--- config.mk ---
export PLATFORM = sky130hd
export DESIGN_NAME = seg7_bcd_counter
export DESIGN_NICKNAME = d
export VERILOG_FILES = /design/src/rtl/seg7_bcd_counter.sv
export SDC_FILE = /design/constraint.sdc
export NUM_CORES = 1
export LEC_CHECK = 0
export ABC_AREA = 0
export BUFFER_PORTS_ARGS = -buffer_cell sky130_fd_sc_hd__clkbuf_2
export CORE_UTILIZATION = 45
export DETAILED_ROUTE_END_ITERATION = 16
export PLACE_DENSITY = 0.72
export SETUP_SLACK_MARGIN = 0.1
export SLEW_MARGIN = 20
export SYNTH_ARGS = -nofsm -noshare
export SYNTH_HDL_FRONTEND = slang
export SYNTH_SLANG_ARGS = --single-unit
--- constraint.sdc ---
create_clock -name clk -period 3.9 [get_ports clk]
set_clock_uncertainty 0.1 [all_clocks]
set_input_delay 0.78 -clock clk [delete_from_list [all_inputs] [get_ports clk]]
set_output_delay 0.78 -clock clk [all_outputs]
set_load 0.005 [all_outputs]
--- src/rtl/seg7_bcd_counter.sv ---
`timescale 1ns/1ps
// Four-digit BCD stopwatch with clock prescaler and debounced start/clear keys.
// Latency: a key press changes running/digits 3 edges after its first low sample.
// Backpressure: none; keys are free-running inputs and digit outputs are always valid.
module seg7_bcd_counter #(
  parameter int CLK_DIV = 500000,
  parameter int DIV_W   = 19
) (
  input  logic       clk,
  input  logic       rst_n,
  input  logic       key_start_n,
  input  logic       key_clear_n,
  output logic [3:0] dig0,
  output logic [3:0] dig1,
  output logic [3:0] dig2,
  output logic [3:0] dig3,
  output logic       running,
  output logic       tick,
  output logic       ovf
);

  localparam logic [0:0]       ST_STOP = 1'b0;
  localparam logic [0:0]       ST_RUN  = 1'b1;
  localparam logic [DIV_W-1:0] TC      = DIV_W'(CLK_DIV - 1);

  logic [2:0]       start_sync;
  logic [2:0]       clear_sync;
  logic             start_evt;
  logic             clear_evt;
  logic [0:0]       state;
  logic [DIV_W-1:0] presc;
  logic [3:0][3:0]  digs;
  logic [3:0][3:0]  nxt_digs;
  logic             inc_carry;

  // Bit 0 is the first synchroniser stage, bit 2 the history flop.
  always_ff @(posedge clk) begin
    if (!rst_n) begin
      start_sync <= 3'b111;
      clear_sync <= 3'b111;
      start_evt  <= 1'b0;
      clear_evt  <= 1'b0;
    end else begin
      start_sync <= {start_sync[1:0], key_start_n};
      clear_sync <= {clear_sync[1:0], key_clear_n};
      start_evt  <= start_sync[2] & ~start_sync[1];
      clear_evt  <= clear_sync[2] & ~clear_sync[1];
    end
  end

  always_comb begin
    nxt_digs  = digs;
    inc_carry = 1'b1;
    for (int i = 0; i < 4; i++) begin
      if (inc_carry) begin
        if (digs[i] == 4'd9) begin
          nxt_digs[i] = 4'd0;
        end else begin
          nxt_digs[i] = digs[i] + 4'd1;
          inc_carry   = 1'b0;
        end
      end
    end
  end

  always_ff @(posedge clk) begin
    if (!rst_n) begin
      state <= ST_STOP;
      presc <= '0;
      digs  <= '0;
      tick  <= 1'b0;
      ovf   <= 1'b0;
    end else begin
      tick <= 1'b0;
      if (clear_evt) begin
        state <= ST_STOP;
        presc <= '0;
        digs  <= '0;
        ovf   <= 1'b0;
      end else if (state == ST_RUN) begin
        // Stopping holds the prescaler and drops a terminal-count increment.
        if (start_evt) begin
          state <= ST_STOP;
        end else if (presc == TC) begin
          presc <= '0;
          tick  <= 1'b1;
          digs  <= nxt_digs;
          if (inc_carry) ovf <= 1'b1;
        end else begin
          presc <= presc + 1'b1;
        end
      end else if (start_evt) begin
        state <= ST_RUN;
      end
    end
  end

  assign dig0    = digs[0];
  assign dig1    = digs[1];
  assign dig2    = digs[2];
  assign dig3    = digs[3];
  assign running = (state == ST_RUN);

endmodule

==> results.toml, run 1 <==
[timing]
fin_crit_sh_pct = 66.5
min_period_ns = 2.59
worst_slack_ns = 1.31
slew_violations = 0
rsz0062_at_grt = "false"
tns_ns = 0
hold_viol = 0
slew_headroom_pct = 51.2
worstMarginPinSlew_ns = 0.731
setup_viol = 0
max_freq_mhz = 386

[clock_tree]
clk_latency_ns = 0.30
clock-sinks = 46
cts_root_buf = "clkbuf_8"
cts_tree = "built"
path_clk_slew_ns = 0.09
holdBufCountCts = 0
cts_inserted_buffers = 5
h-tree-depth = 2
cts_resized = 0
clockBufferDepth = 2
post-cts-setup-buffers = 0

[synthesis]
async_reset_ff_share_pct = 0
synth.area.top_cells = "dfxtp_1 (44%), xnor2_1 (4.6%), nand4_1 (3.9%)"
synthCells = 239
synth_top_cell_area_share_pct = 43.9
syn-num-nets = 245
yosysUniqueCellTypes = 43
synth-edff-count = 0
yosys_warnings = 0
synth_sequential_area_ratio_pct = 43.9
synth_top_area_cell = "dfxtp_1"
synth_ff_type = "dfxtp_1"
netlist_area_sq_um = 2100
synth-seq-cells = 46
syn_area_per_cell_sq_um = 8.78

[place]
pre_cts_slack_ns = 1.33
hpwl_um = 2930
port_buffers = 22
place_congestion = 0.791
dpl.cell_count = 306
placed_area_sq_um = 2260

[grt]
overflow = 0
grt_max_degree = 24
track_usage_pct = 18.4
grt_first_pass_wirelength_um = 7290
antenna_found_initial = 0
grt_pass1_vias = 1620

[drt]
first_pass_iters = 4
vias = 1796
drt_wl_total_um = 4240
wire_per_inst_um = 13.5
via_per_inst = 5.72
drt_iter0_drc = 67
ant_nets = 0
drc = 0

[min_path]
hp-start = "clear_sync[2]"
min_to = "clear_evt"
hold_depth = 2
hp-class = "reg -> reg"

[floorplan]
core_sq_um = 4410
dieHeight_um = 70.3
die-area_sq_um = 4940
die_x_um = 70.3
start_util_pct = 47.5
rows = 24
pin_count = 23

[worst_setup_path]
crit_start = "presc[11]"
critical_path_required_ns = 3.99
reg2reg_depth = 5
crit_path_end_kind = "flop"
r2r_slack_ns = 1.31
worstPathMaxFanout = 23
path_class = "reg -> reg"
worstPathArrival_ns = 2.69
r2r_start = "presc[11]"
r2r-end = "presc[16]"
start_kind = "flop"

[finish]
area_growth_pct = 14.1
nNetsFinal = 267
layout-drive-gt1-share_pct = 14.5
final_common_cell = "dfxtp_1"
layout_common_cells = "dfxtp_1 (46), clkbuf_2 (22), nor2_1 (21)"
design_area_sq_um = 2390
diodes = 0
fillers = 390
final_cells = 314

[pwr]
power_density_nw_per_um2 = 382
peakVddDrop_uv = 234
leakagePower_nw = 0.824

[outcome]
status = "finished clean"

[job]
maxCapViolations = 0
## per-stage QoR
stage	total power, mW	hold slack, ns	util [%]
floorplan	0.499	0.286	-
global placement	0.506	0.293	51.1
detailed placement	0.506	0.300	51.1
CTS	0.925	0.313	54.2
global route	0.948	0.340	54.2
finish	0.915	0.313	54.2
## worst max-delay path, cell delays in order, from the launching register on
cell and delay, ns:
dfxtp_1 0.37, or4b_4 0.54, or3_1 0.66, o21ai_1 0.51, buf_4 0.25, nor2_1 0.06
## layout make-up
| class | count | area, sq um | area share, % |
|---|---|---|---|
| repair buffers | 25 | 133 | 5.54 |
| well taps | 52 | 65.1 | 2.72 |
| inverters | 10 | 37.5 | 1.57 |
| clock buffers | 5 | 68.8 | 2.88 |
| clock inverters | 3 | 68.8 | 2.88 |
| flip-flops and latches | 46 | 921 | 38.5 |
| multi-input cells | 173 | 1100 | 45.9 |
## routing by layer
layer  wire (um)  track usage [%]
met1        2120             22.6
met2        1910             30.1
met3         139             4.62
met4          73             8.22
met5           0                0
## synthesized netlist by cell type (all sizes together), types with 3 or more instances
library cell	n
dfxtp	46
nor2	21
a21oi	14
nand4	13
nand2	11
xnor2	11
inv	10
nand2b	10
o21ai	10
clkbuf	8
nand3	8
nor3	7
nor4	7
or4	7
or3	5
xor2	5
and3	4
nor2b	4
o31ai	4
a31oi	3
nand3b	3
nand4b	3
o211ai	3
## sequential cells by signal (all words and copies together) (netlist names), 3 cells and up
register    count
dig0            4
presc          19
dig1            4
clear_sync      3
start_sync      3
dig3            4
dig2            4
## power breakdown
group | switching [mW] | internal (mW) | leakage (nW) | total, mW
clock | 0.163 | 0.257 | 0.0683 | 0.420
combinational | 0.0132 | 0.00727 | 0.384 | 0.0204
sequential | 0.00139 | 0.473 | 0.372 | 0.474
total | 0.178 | 0.737 | 0.824 | 0.915
## cell families after synthesis
logic type                 synth area share (%)
and+or+nand+nor                            31.1
DFF                                        43.9
AOI/OAI and AO/OA                          13.0
buffers and inverters                      3.70
xor gates and xnor gates                   6.68
adders and majority gates                  1.19
muxes                                     0.477
## how the worst max path moves through the flow
stage | to | slack [ns] | depth (start not counted)
2_1_floorplan | dig3[3] | 1.67 | 5
3_3_place_gp | presc[7] | 1.36 | 5
3_5_place_dp | presc[16] | 1.33 | 5
4_1_cts | presc[16] | 1.30 | 5
5_1_grt | presc[16] | 1.14 | 5
6_report | presc[16] | 1.31 | 5
Power figures use the tool's default switching activity.
==> run 2: changes to the inputs <==
--- a/config.mk
+++ b/config.mk
@@ -9,7 +9,7 @@
 export BUFFER_PORTS_ARGS = -buffer_cell sky130_fd_sc_hd__clkbuf_2
 export CORE_UTILIZATION = 45
 export DETAILED_ROUTE_END_ITERATION = 16
-export PLACE_DENSITY = 0.72
+export PLACE_DENSITY = 0.74
 export SETUP_SLACK_MARGIN = 0.1
 export SLEW_MARGIN = 20
 export SYNTH_ARGS = -nofsm -noshare
==> constraint.sdc (replaced) <==
create_clock -name clk -period 2.3 [get_ports clk]
set_clock_uncertainty 0.1 [all_clocks]
set_input_delay 0.46 -clock clk [delete_from_list [all_inputs] [get_ports clk]]
set_output_delay 0.46 -clock clk [all_outputs]
set_load 0.005 [all_outputs]
==> results.toml, run 2 (synthesis gave the netlist of run 1 again) <==
[timing]
rsz0062_at_grt = "true"
worstMarginPinSlew_ns = 0.556
tns_ns = 0
hold_viol = 0
fin_crit_sh_pct = 95.8
fin_hold_ws_ns = 0.234
slew_violations = 0
max_freq_mhz = 454
slew_headroom_pct = 62.6
min_period_ns = 2.20
setup_viol = 0

[drt]
wire_per_inst_um = 13.3
drt_wl_total_um = 4350
drc = 0
vias = 1844
drt_iter0_drc = 117
ant_nets = 0
first_pass_iters = 4
via_per_inst = 5.64

[finish]
diodes = 0
layout_common_cells = "dfxtp_1 (43), clkbuf_2 (22), nor2_1 (21)"
nNetsFinal = 280
area_growth_pct = 18.4
layout-drive-gt1-share_pct = 20.7
largest-register = "presc"
fillers = 400
final_cells = 327
final_common_cell = "dfxtp_1"
largest_register_ffs = 19

[worst_setup_path]
worstPathMaxFanout = 12
slowest_delay_ns = 0.53
cpMaxStageDelayCell = "or4b_4"
path_class = "reg -> reg"
reg2reg_depth = 5
cp_num_buf_inv = 1
worstPathArrival_ns = 2.34
crit_family = "simple AND/OR/NAND/NOR gates"
crit_path_end_kind = "flop"
crit_cells = 5
critical_path_required_ns = 2.44
cp_cell_sequence = "or4b_4 -> or3_4 -> buf_6 -> or4_1 -> a21oi_1"
start_kind = "flop"

[clock_tree]
cts_tree = "built"
h-tree-depth = 2
cts_root_buf = "clkbuf_8"
clk_latency_ns = 0.30
holdBufCountCts = 0
clock-sinks = 46
clockBufferDepth = 2
cts_inserted_buffers = 5
path_clk_slew_ns = 0.09

[grt]
overflow = 0
track_usage_pct = 18.6
grt_pass1_vias = 1671
grt_max_degree = 18
antenna_found_initial = 0
grt_first_pass_wirelength_um = 7470

[floorplan]
pin_count = 23
dieHeight_um = 70.3
die-area_sq_um = 4940
die_x_um = 70.3
rows = 24
start_util_pct = 47.5
core_sq_um = 4410

[pwr]
p_total_mw = 1.44
power_density_nw_per_um2 = 580
leakagePower_nw = 0.876
peakVddDrop_uv = 432

[place]
hpwl_um = 3000
place_congestion = 0.811
port_buffers = 22
dpl.cell_count = 317

[min_path]
hold_depth = 2
hp-class = "in -> reg"

[job]
maxCapViolations = 0

[outcome]
status = "finished clean"
==> run 2: changes by cell type in the layout (fill, tap and decap cells not counted), moves of 2 or more <==
cell        before  now
buf_4            3   14
clkinvlp_4       0    2
dfxtp_1         46   43
dfxtp_2          0    3
==> run 2: layout make-up <==
cell class	count	area [sq um]	area share (%)
multi-input combinational	173	1110	44.8
sequential	46	925	37.2
timing repair buffer	38	231	9.32
clock buffer	5	68.8	2.77
tap	52	65.1	2.62
clock inverter	3	45.0	1.81
inverter	10	37.5	1.51
==> run 2: through the flow <==
stage          utilization (%)  instance area, sq um  worst slack (ns)
2_1_floorplan                -                  2110             0.115
3_3_place_gp              53.2                  2350             0.129
3_5_place_dp              53.2                  2350            0.0792
4_1_cts                   56.1                  2480             0.110
5_1_grt                   56.3                  2480            0.0736
6_report                  56.3                  2480            0.0974
==> run 2: repair_timing <==
action                                  in CTS  in global routing
pin swaps                                    0                  2
endpoints found under the setup margin       2                  6
buffers inserted                             0                  1
resized for setup                            2                  1
gates cloned                                 1                  0
hold endpoints to repair                     0                  0
==> run 2: path summary, 6_finish.rpt <==
check,startpoint,to,slack (ns)
max reg2reg,presc[6],dig0[1],0.1
min,key_clear_n,clear_sync[0],0.23
max,presc[6],dig0[1],0.1
min reg2reg,start_sync[2],start_evt,0.31
==> run 2: report_power, final <==
part           internal (mW)  total, mW  switching (mW)
clock network          0.323      0.599           0.276
logic                 0.0142     0.0374          0.0232
registers              0.802      0.804         0.00224
total                   1.14       1.44           0.302
==> run 2: routing by layer <==
layer / up-vias / track usage [%] / share of wire [%] / routed length, um
li1: 938 / - / - / -
met1: 867 / 24.6 / 49 / 2140
met2: 37 / 29.7 / 46 / 2000
met3: 2 / 3.90 / 3.8 / 163
met4: 0 / 6.89 / 0.87 / 38
met5: - / 0 / 0 / 0
==> run 3: changes to the inputs <==
--- a/config.mk
+++ b/config.mk
@@ -9,9 +9,11 @@
 export BUFFER_PORTS_ARGS = -buffer_cell sky130_fd_sc_hd__clkbuf_2
 export CORE_UTILIZATION = 45
 export DETAILED_ROUTE_END_ITERATION = 16
-export PLACE_DENSITY = 0.74
+export GPL_TIMING_DRIVEN = 0
+export PLACE_DENSITY = 0.66
 export SETUP_SLACK_MARGIN = 0.1
 export SLEW_MARGIN = 20
 export SYNTH_ARGS = -nofsm -noshare
 export SYNTH_HDL_FRONTEND = slang
 export SYNTH_SLANG_ARGS = --single-unit
+export TNS_END_PERCENT = 100
==> results.toml, run 3 (synthesis gave the netlist of run 1 again) <==
[drt]
drt_iter0_drc = 112
wire_per_inst_um = 13.7
via_per_inst = 5.55
first_pass_iters = 6
ant_nets = 0
drc = 0
drt_wl_total_um = 4520
vias = 1827

[worst_setup_path]
path_class = "reg -> reg"
crit_start = "presc[7]"
r2r_start = "presc[7]"
r2r_slack_ns = 0.08
path_common_cell = "or4_4"
slowest_delay_ns = 0.56
worstPathArrival_ns = 2.36
setup.worst_path.end = "dig3[3]"
worstPathMaxFanout = 5
cpMaxStageDelayCell = "or4_4"
reg2reg_depth = 5
critical_path_required_ns = 2.44
cp_cell_sequence = "or4b_4 -> or4_4 -> buf_6 -> or4_4 -> o211ai_2"
r2r-end = "dig3[3]"
crit_path_end_kind = "flop"
start_kind = "flop"

[finish]
area_growth_pct = 20.0
final-seq-area_sq_um = 933
diodes = 0
postLayoutCoreUtil_pct = 57.0
multi_input_area_sq_um = 1160
layout-drive-gt1-share_pct = 23.1
final_common_cell = "dfxtp_1"
layout_common_cells = "dfxtp_1 (40), clkbuf_2 (23), nor2_1 (21)"
nNetsFinal = 282
fillers = 395
largest-register = "presc"
largest_register_ffs = 19
design_area_sq_um = 2520

[min_path]
hp-start = "key_start_n"
hp-class = "in -> reg"

[floorplan]
pin_count = 23
die-area_sq_um = 4940
dieHeight_um = 70.3
die_x_um = 70.3
rows = 24
core_sq_um = 4410
start_util_pct = 47.5

[clock_tree]
cts_tree = "built"
h-tree-depth = 2
path_clk_slew_ns = 0.09
clock-sinks = 46
cts_root_buf = "clkbuf_8"
clockBufferDepth = 2
clk_latency_ns = 0.30
cts_inserted_buffers = 5

[timing]
fin_hold_ws_ns = 0.239
rsz0062_at_grt = "true"
min_period_ns = 2.22
max_freq_mhz = 450
fin_crit_sh_pct = 96.5
hold_viol = 0
setup_viol = 0
slew_violations = 0
slew_headroom_pct = 61.9
worstMarginPinSlew_ns = 0.571
tns_ns = 0

[grt]
grt_pass1_vias = 1670
grt_max_degree = 14
track_usage_pct = 19.5
overflow = 0
antenna_found_initial = 0
grt_first_pass_wirelength_um = 7720

[pwr]
peakVddDrop_uv = 364
leakagePower_nw = 0.877
power_density_nw_per_um2 = 537

[outcome]
status = "finished clean"

[place]
place_congestion = 0.811
placed_area_sq_um = 2290
hpwl_um = 3040
port_buffers = 22

[job]
maxCapViolations = 0
==> run 3: changes by cell type in the layout (fill, tap and decap cells not counted), moves of 2 or more <==
| cell | before | now |
|---|---|---|
| clkbuf_1 | 0 | 6 |
| dfxtp_1 | 43 | 40 |
| nor4_2 | 0 | 2 |
| o31ai_2 | 0 | 2 |
| nor4_1 | 7 | 5 |
| dfxtp_4 | 0 | 2 |
| buf_4 | 14 | 7 |
| o21ai_0 | 9 | 7 |
| clkinvlp_4 | 2 | 0 |
| o31ai_1 | 4 | 2 |
==> run 3: worst max-delay path: cells and delay by family (launching register included) <==
kind | cells | cell delay (ns)
DFF | 1 | 0.35
buffers and inverters | 1 | 0.14
and+or+nand+nor | 3 | 1.50
AOI/OAI and AO/OA | 1 | 0.07
==> run 3: final cells by class <==
type / instances / share of cell area [%]
flip-flops and latches: 46 / 37.1
inverters: 10 / 1.49
multi-input cells: 173 / 46.1
clock inverters: 1 / 0.199
repair buffers: 30 / 6.66
well taps: 52 / 2.58
plain buffers: 10 / 2.49
clock buffers: 7 / 3.43
==> run 3: per-stage QoR <==
step / instances / total power, mW / setup WS, ns
3_5_place_dp: 313 / 0.859 / -0.139
5_1_grt: 329 / 1.40 / 0.0371
6_report: 329 / 1.35 / 0.0796
2_1_floorplan: 239 / 0.845 / 0.115
3_3_place_gp: 313 / 0.858 / -0.142
4_1_cts: 328 / 1.36 / 0.0583
==> run 3: timing repair <==
item	CTS	global route
pin swaps	9	5
hold buffers	0	0
resized for setup	14	14
gates cloned	2	0
setup buffers	5	1
setup endpoints to repair	30	26
==> run 3: worst min path at each step <==
stage                          to  cells after the start
global route        start_sync[0]                      2
detailed placement  start_sync[1]                      1
global placement    start_sync[1]                      1
CTS                 start_sync[0]                      2
finish              start_sync[0]                      2
floorplan           clear_sync[1]                      1
==> run 3: power breakdown <==
group          leakage, nW  internal, mW  switching [mW]
logic                0.454        0.0124          0.0243
clock network       0.0482         0.243           0.271
registers            0.376         0.799         0.00224
total                0.877          1.05           0.298
==> run 3: metal layers <==
layer	track usage (%)	routed length [um]
met2	30.2	2070
met4	7.56	46
met3	4.91	114
met5	0	0
met1	25.8	2290
